File: config.mk
export PLATFORM = sky130hd
export DESIGN_NAME = philo_waiter
export DESIGN_NICKNAME = d
export VERILOG_FILES = /design/src/rtl/philo_waiter.sv
export SDC_FILE = /design/constraint.sdc
export NUM_CORES = 1
export LEC_CHECK = 0
export ABC_CLOCK_PERIOD_IN_PS = 11100
export CAP_MARGIN = 20
export CELL_PAD_IN_SITES_DETAIL_PLACEMENT = 1
export CELL_PAD_IN_SITES_GLOBAL_PLACEMENT = 1
export CORE_MARGIN = 2
export CORE_UTILIZATION = 30
export CTS_CLUSTER_DIAMETER = 50
export DETAILED_ROUTE_END_ITERATION = 8
export GPL_TIMING_DRIVEN = 0
export PLACE_DENSITY = 0.69
export REMOVE_ABC_BUFFERS = 1
export SLEW_MARGIN = 15
export SYNTH_ARGS = -nofsm -noshare
export SYNTH_HDL_FRONTEND = slang
export SYNTH_SLANG_ARGS = --single-unit
File: constraint.sdc
create_clock -name clk -period 11.1 [get_ports clk]
set_clock_uncertainty 0.1 [all_clocks]
set_input_delay 1.11 -clock clk [delete_from_list [all_inputs] [get_ports clk]]
set_output_delay 1.11 -clock clk [all_outputs]
set_load 0.005 [all_outputs]
File: src/rtl/philo_waiter.sv
// philo_waiter: central fork arbiter for a ring of N philosopher seats.
//
// Seat i shares a fork with seats (i-1) mod N and (i+1) mod N. The waiter grants
// eating permission so that no two adjacent seats eat at once. Fairness comes from a
// rotating scan pointer, a bounded eating time and an aging override.
//
// Ports:
//   clk      in   rising-edge clock
//   rst_n    in   asynchronous active-low reset
//   req      in   [N] level, seat is hungry
//   rel      in   [N] one-cycle pulse, seat finished eating. The port cannot be called
//                 "release" because that word is reserved in SystemVerilog.
//   grant    out  [N] registered, seat holds both forks
//   preempt  out  [N] registered one-cycle pulse, grant withdrawn by timeout
//   urgent   out  [N] registered, seat's wait counter has reached AGE_LIMIT
module philo_waiter #(
    parameter int N         = 8,
    parameter int MAX_EAT   = 4,
    parameter int AGE_LIMIT = 6
) (
    input  logic         clk,
    input  logic         rst_n,
    input  logic [N-1:0] req,
    input  logic [N-1:0] rel,
    output logic [N-1:0] grant,
    output logic [N-1:0] preempt,
    output logic [N-1:0] urgent
);
    localparam int PW = (N > 1) ? $clog2(N) : 1;
    localparam int EW = (MAX_EAT > 1) ? $clog2(MAX_EAT) : 1;
    localparam int WW = ($clog2(AGE_LIMIT + 1) > 0) ? $clog2(AGE_LIMIT + 1) : 1;

    logic [N-1:0]         grant_q, grant_d;
    logic [N-1:0]         preempt_q, preempt_d;
    logic [N-1:0]         urgent_q, urgent_d;
    logic [PW-1:0]        ptr_q, ptr_d;
    logic [N-1:0][EW-1:0] eat_q, eat_d;
    logic [N-1:0][WW-1:0] wait_q, wait_d;

    // Rotated neighbour views: *_l[i] is seat (i-1) mod N, *_r[i] is seat (i+1) mod N.
    logic [N-1:0] grant_l, grant_r;
    logic [N-1:0] contend, contend_l, contend_r;
    logic [N-1:0] eligible, cand, new_grant;

    assign grant_l = {grant_q[N-2:0], grant_q[N-1]};
    assign grant_r = {grant_q[0], grant_q[N-1:1]};

    // A seat eats only when both forks are free as currently registered; a neighbour
    // releasing this cycle still holds its fork until the next edge.
    assign eligible = req & ~grant_q & ~grant_l & ~grant_r;

    // Hungry urgent seats reserve their forks against non-urgent neighbours.
    assign contend   = urgent_q & req & ~grant_q;
    assign contend_l = {contend[N-2:0], contend[N-1]};
    assign contend_r = {contend[0], contend[N-1:1]};
    assign cand      = eligible & (urgent_q | ~(contend_l | contend_r));

    // Priority scan from ptr; a seat loses if a neighbour already won earlier in the scan.
    int            scan_pos;
    logic [PW-1:0] idx, lft, rgt;
    logic          found;

    always_comb begin
        new_grant = '0;
        ptr_d     = ptr_q;
        found     = 1'b0;
        scan_pos  = 0;
        idx       = '0;
        lft       = '0;
        rgt       = '0;
        for (int k = 0; k < N; k++) begin
            scan_pos = int'(ptr_q) + k;
            if (scan_pos >= N) begin
                scan_pos = scan_pos - N;
            end
            idx = PW'(scan_pos);
            lft = (idx == '0) ? PW'(N - 1) : idx - PW'(1);
            rgt = (idx == PW'(N - 1)) ? '0 : idx + PW'(1);
            if (cand[idx] && !new_grant[lft] && !new_grant[rgt]) begin
                new_grant[idx] = 1'b1;
                if (!found) begin
                    found = 1'b1;
                    ptr_d = rgt;
                end
            end
        end
    end

    // Per-seat eating timer and aging counter.
    always_comb begin
        grant_d   = grant_q;
        preempt_d = '0;
        urgent_d  = '0;
        eat_d     = eat_q;
        wait_d    = wait_q;
        for (int i = 0; i < N; i++) begin
            if (grant_q[i]) begin
                if (rel[i]) begin
                    grant_d[i] = 1'b0;
                    eat_d[i]   = '0;
                end else if (eat_q[i] == EW'(MAX_EAT - 1)) begin
                    grant_d[i]   = 1'b0;
                    preempt_d[i] = 1'b1;
                    eat_d[i]     = '0;
                end else begin
                    eat_d[i] = eat_q[i] + EW'(1);
                end
            end else if (new_grant[i]) begin
                grant_d[i] = 1'b1;
                eat_d[i]   = '0;
            end

            if (grant_q[i] || new_grant[i] || !req[i]) begin
                wait_d[i] = '0;
            end else if (wait_q[i] != WW'(AGE_LIMIT)) begin
                wait_d[i] = wait_q[i] + WW'(1);
            end
            urgent_d[i] = (wait_d[i] == WW'(AGE_LIMIT));
        end
    end

    always_ff @(posedge clk or negedge rst_n) begin
        if (!rst_n) begin
            grant_q   <= '0;
            preempt_q <= '0;
            urgent_q  <= '0;
            ptr_q     <= '0;
            eat_q     <= '0;
            wait_q    <= '0;
        end else begin
            grant_q   <= grant_d;
            preempt_q <= preempt_d;
            urgent_q  <= urgent_d;
            ptr_q     <= ptr_d;
            eat_q     <= eat_d;
            wait_q    <= wait_d;
        end
    end

    assign grant   = grant_q;
    assign preempt = preempt_q;
    assign urgent  = urgent_q;

endmodule

==> results.ini, run 1 <==
[finish]
finalNetCount=1018
finalInstanceArea_um2=8530
synthToLayoutAreaGrowth_pct=12.9
fraction_of_final_layout_cells_with_drive_strength_greater_than_1=0.108
layout.cells.non_filler=1286
n_antenna_cell=0
fillCellCount=3034

[synth]
synth_flop_cell=dfrtp_1
netlist.top_cell.by_area=dfrtp_1
synth.cell_area_um2=7550
synth_top_family_by_area=compound AO/OA/AOI/OAI gates
synthXorXnorAreaFrac=0.00696
netlist-cell-type-count=106
synthesis.area_per_instance_um2=8.00
post_synth_mux_area_share=0.0706
synthesized_instance_count=944
yosys-top-cells-area=dfrtp_1 (22%), ha_1 (8.0%), nand2_1 (4.8%)
simple_logic_cell_fraction_of_the_synthesized_area=0.283
synth_top_area_frac=0.222
synth-seq-area-share=0.222
synth-adder-area-share=0.0795
synth_compound_area_frac=0.286
yosysWarningCount=0
async_flop_share=1.00
register_bit_total_from_synthesis=67
synth-edff-count=0

[clock_network]
cts.root.buffer_cell=clkbuf_16
cts.reportedPaths.clkPinSlew_ps=50
tritoncts=built
clock_buffer_count_from_cts=9
htree_num_levels=3
clock_sink_count=67
worst_skew_pair.late_latency_ps=330
clk_path_buf_depth=2

[worst_setup_path]
critical_path_capture_point_type=register
worst_path_dominant_cell_family=compound AO/OA/AOI/OAI gates
critical_path_buf_inv_count=1
critical_path.max_fanout=37
cpMaxStageDelayCell=nor2b_1
timing.critical_path.from=ptr_q[0]$_DFF_PN0_
worst_ep_required_time_ps=11220
reg2reg_setup_slack_ps=490
number_of_stages_on_the_worst_setup_path=26
cp_slowest_stage_delay_ps=960
timing.rr.end=grant[0]$_DFF_PN0_
regToRegStartpoint=ptr_q[0]$_DFF_PN0_
startpoint_type=register
worst-endpoint-arrival_ps=10730
endpoint=grant[0]$_DFF_PN0_
r2r.worst_path.cells=26
critPathKind=register to register

[global_route]
pin_count_of_the_biggest_net_entering_global_routing=73
remaining_global_route_overflow=0
via_count_of_the_first_global_routing_pass=7890
grt_first_pass_wirelength_mm=45.7
initial_antenna_violation_count=0
global_route.usage.total=0.221

[routing]
first_pass_iters=5
wl_mm=29.5
number_of_vias_per_cell_after_detailed_routing=6.16
drt_drc_violations_left=0
drtAntennaViolNets=0
routed-via-count=7928
detail_route.iter0.violations=691
post_dr_wirelength_cell_um=22.9

[floorplan]
core-area_um2=25000
die_area_um2=26500
floorplan.die.width_um=163
die_y_um=163
core.rowCount=58
initial_utilization=0.303
floorplan.io_pins=42

[run_status]
outcome=completed

[timing]
worst_rel_slew_slack=0.232
clock.fmax_ghz=0.0942
timing.final.setup_violations=0
slew_violations=0
rsz0062_at_grt=no
finalWorstSetupSlack_ps=486
final.period_utilization=0.956
worst_pin_slew_ps=1150
hold-worst-slack_ps=426
timing.final.hold_violations=0
final_period_minus_worst_setup_slack_ps=10610

[place]
placed_cell_area_um2=8210
place.detailed.instances=1268
place.detailed.hpwl_mm=21.7
placement.io_buffers=41
dp_worst_setup_slack_ps=-75.1
globalplace.congestion=0.941

[job]
timing.max_cap.violations=0

[worst_hold_path]
worstHoldPathType=register to register

[metal layers]
layer,part of all wire,up-vias,global-route usage
met2,0.46,319,0.352
met4,0.039,0,0.0893
li1,-,3577,-
met5,0,-,0
met3,0.066,73,0.0334
met1,0.44,3959,0.301
[worst reg2reg max path: stages (launching register included)]
cell	delay, ps
dfrtp_4	680
inv_2	670
ha_2	620
nor2b_1	970
nor3_1	270
nor4_1	260
a22o_1	350
nor3_1	90
a31oi_2	330
a22oi_1	210
a211oi_1	630
o21ai_0	280
o211a_1	310
a21boi_2	360
nor4b_4	370
or2_1	390
nand2_1	300
a211o_1	410
o2111ai_4	320
o21ai_1	140
o211ai_2	630
a31oi_1	360
a2111oi_2	540
nor3_4	130
a32oi_1	410
o21ai_1	170
and2_1	210
[sequential cells by signal, indices dropped and copies added, names as in the netlist]
| name | flops |
|---|---|
| eat_q | 16 |
| ptr_q | 3 |
| grant | 8 |
| urgent | 8 |
| preempt | 8 |
| wait_q | 24 |
[cell usage after synthesis, drive strengths merged, types with 24 or more instances]
| master | number |
|---|---|
| nand2 | 99 |
| nor2 | 99 |
| dfrtp | 67 |
| o21ai | 65 |
| a21oi | 53 |
| ha | 48 |
| inv | 44 |
| nor3 | 43 |
| clkbuf | 32 |
| nand2b | 30 |
| a31oi | 24 |
| mux2i | 24 |
[per-stage QoR]
step                 util  setup TNS [ps]
floorplan               -               0
global placement    0.327         -200450
detailed placement  0.329            -310
CTS                 0.340               0
global route        0.342               0
finish              0.342               0
[worst min-delay path by stage]
stage                               startpoint                   end  slack (ps)  cells past startpoint
after floorplan           eat_q[0]$_DFFE_PN0P_  eat_q[0]$_DFFE_PN0P_         360                      1
after global placement    eat_q[0]$_DFFE_PN0P_  eat_q[0]$_DFFE_PN0P_         370                      1
after detailed placement  eat_q[0]$_DFFE_PN0P_  eat_q[0]$_DFFE_PN0P_         390                      1
after CTS                 eat_q[3]$_DFFE_PN0P_  eat_q[3]$_DFFE_PN0P_         430                      1
after global routing      eat_q[3]$_DFFE_PN0P_  eat_q[3]$_DFFE_PN0P_         440                      1
final                     eat_q[3]$_DFFE_PN0P_  eat_q[3]$_DFFE_PN0P_         430                      1
[area by class of cell]
type	count	area, um^2	area share
clock buffer	12	256	0.0301
timing repair inverter	1	5.00	0.000587
sequential	67	1680	0.197
inverter	45	173	0.0202
timing repair buffer	45	480	0.0563
tap	330	413	0.0484
multi-input combinational	783	5500	0.644
clock inverter	3	23.8	0.00279
[cell usage in the layout, fill, tap and decap left out, drive strengths merged, types with 11 or more instances in the layout]
cell,n
mux2i,24
dfrtp,67
ha,48
and2,12
o21ai,65
a211oi,14
nor2,99
a31oi,24
or3,11
clkdlybuf4s50,40
nand2b,30
nor4,18
clkbuf,13
inv,43
nand3,18
nor3,43
nand2,99
a21oi,53
o31ai,13
o211ai,13
[cell families (layout without fill, tap and decap cells)]
kind of cell / Yosys count / in the layout
and+or+nand+nor: 400 / 400
AOI/OAI and AO/OA: 289 / 289
buffers and inverters: 94 / 106
DFF: 67 / 67
adders and majority gates: 48 / 48
muxes: 40 / 40
xor gates and xnor gates: 6 / 6
[timing repair]
item                       4_1_cts  5_1_grt
setup endpoints to repair        4       59
gates cloned                     0        1
pin swaps                        0        0
buffers inserted                 0        1
hold buffers                     0        0
resized for setup                1        2
Power of run 1 is not shown: default switching activity piles up to over one toggle a cycle in this logic, so the estimate is an artifact.
==> run 2, diff against run 1 <==
--- a/config.mk
+++ b/config.mk
@@ -13,9 +13,11 @@
 export CORE_UTILIZATION = 30
 export CTS_CLUSTER_DIAMETER = 50
 export DETAILED_ROUTE_END_ITERATION = 8
+export DONT_BUFFER_PORTS = 1
 export GPL_TIMING_DRIVEN = 0
-export PLACE_DENSITY = 0.69
+export PLACE_DENSITY = 0.66
 export REMOVE_ABC_BUFFERS = 1
+export SKIP_CTS_REPAIR_TIMING = 1
 export SLEW_MARGIN = 15
 export SYNTH_ARGS = -nofsm -noshare
 export SYNTH_HDL_FRONTEND = slang
==> results.ini, run 2 (synthesis gave the netlist of run 1 again) <==
[run_status]
outcome=completed

[routing]
detail_route.iter0.violations=693
first_pass_iters=5
wl_mm=28.7
routed-via-count=7714
post_dr_wirelength_cell_um=23.1
drtAntennaViolNets=0
drt_drc_violations_left=0
number_of_vias_per_cell_after_detailed_routing=6.20

[finish]
layout_top_registers=wait_q: 24 flops, eat_q: 16 flops
seqCellArea_um2=1680
commonest_non_fill_non_tap_cell_in_the_layout=nand2_1
n_antenna_cell=0
finalInstanceArea_um2=8140
synthToLayoutAreaGrowth_pct=7.70
layout.cells.non_filler=1244
finalNetCount=975
most_frequent_cells_in_the_layout=nand2_1 (96), nor2_1 (94), dfrtp_1 (66)
top_register=wait_q
multi_input_comb_area_um2=5500
max_ffs_per_register=24
fraction_of_final_layout_cells_with_drive_strength_greater_than_1=0.112
postLayoutCoreUtil=0.326
fillCellCount=3014

[timing]
setup_tns_ps=0
final.period_utilization=0.933
clock.fmax_ghz=0.0965
worst_pin_slew_ps=987
slew_violations=0
final_period_minus_worst_setup_slack_ps=10360
timing.final.hold_violations=0
worst_rel_slew_slack=0.341
rsz0062_at_grt=no
timing.final.setup_violations=0

[clock_network]
tritoncts=built
clk_path_buf_depth=2
worst_skew_pair.late_latency_ps=340
cts.root.buffer_cell=clkbuf_16
htree_num_levels=3
cts.reportedPaths.clkPinSlew_ps=60
clock_sink_count=67
clock_buffer_count_from_cts=9

[floorplan]
die_area_um2=26500
floorplan.die.width_um=163
core-area_um2=25000
floorplan.io_pins=42
core.rowCount=58
initial_utilization=0.303
die_y_um=163

[global_route]
initial_antenna_violation_count=0
remaining_global_route_overflow=0
via_count_of_the_first_global_routing_pass=7842
pin_count_of_the_biggest_net_entering_global_routing=73
grt_first_pass_wirelength_mm=45.1
global_route.usage.total=0.217

[place]
globalplace.congestion=0.966
placed_cell_area_um2=7800
place.detailed.hpwl_mm=21.2
placement.io_buffers=0
place.detailed.instances=1227

[worst_setup_path]
startpoint_type=register
cp_slowest_stage_delay_ps=740
worst_ep_required_time_ps=11220
cpMaxStageDelayCell=dfrtp_4
critical_path.max_fanout=37
critical_path_capture_point_type=register
critPathKind=register to register
worst-endpoint-arrival_ps=10480

[worst_hold_path]
worstHoldPathType=primary input to async pin

[job]
timing.max_cap.violations=0

-- run 2: cell types whose count changed in the layout (fill, tap and decap cells not counted), sizes merged, moves of 2 or more --
cell           previous run  this run
clkdlybuf4s50            40         0
inv                      43        45
clkbuf                   13        10
clkinvlp                  4         2
-- run 2: worst paths after layout --
kind | endpoint | slack (ps) | start | cells past startpoint
worst max-delay path | grant[0]$_DFF_PN0_ | 740 | ptr_q[0]$_DFF_PN0_ | 27
worst min-delay path | wait_q[7]$_DFF_PN0_ | 360 | rst_n | 0
worst max register to register | grant[0]$_DFF_PN0_ | 740 | ptr_q[0]$_DFF_PN0_ | 27
worst min register to register | eat_q[0]$_DFFE_PN0P_ | 390 | eat_q[0]$_DFFE_PN0P_ | 1
max in group asynchronous | ptr_q[0]$_DFF_PN0_ | 10410 | rst_n | 0
min in group clk | eat_q[0]$_DFFE_PN0P_ | 390 | eat_q[0]$_DFFE_PN0P_ | 1
-- run 2: final cells by class --
class                   count  share of cell area
flip-flops and latches     67               0.207
multi-input cells         783               0.676
well taps                 330              0.0508
inverters                  45              0.0212
clock buffers              10              0.0281
repair buffers              3             0.00831
clock inverters             6             0.00892
-- run 2: worst max-delay path: cells and delay by family, from the launching register on --
family          cells  cell delay [ps]
compound gates     18             6460
fa+ha+maj           1              670
buf+inv             3             1020
flops               1              740
simple gates        5             1160
-- run 2: per-stage QoR --
| step | hold WS [ps] | setup slack (ps) |
|---|---|---|
| after floorplan | 357 | 1390 |
| after global placement | 378 | -3780 |
| after detailed placement | 396 | 449 |
| after CTS | 353 | 434 |
| after global routing | 342 | 172 |
| final | 360 | 741 |
-- run 2: routing by layer --
layer	global-route usage	vias to the layer above	part of all wire	routed length [um]
li1	-	3500	-	-
met1	0.286	3885	0.44	12700
met2	0.350	268	0.45	13100
met3	0.0448	61	0.069	1970
met4	0.0845	0	0.034	974
met5	0	-	0	0
Power of run 2 is left out for the same reason.
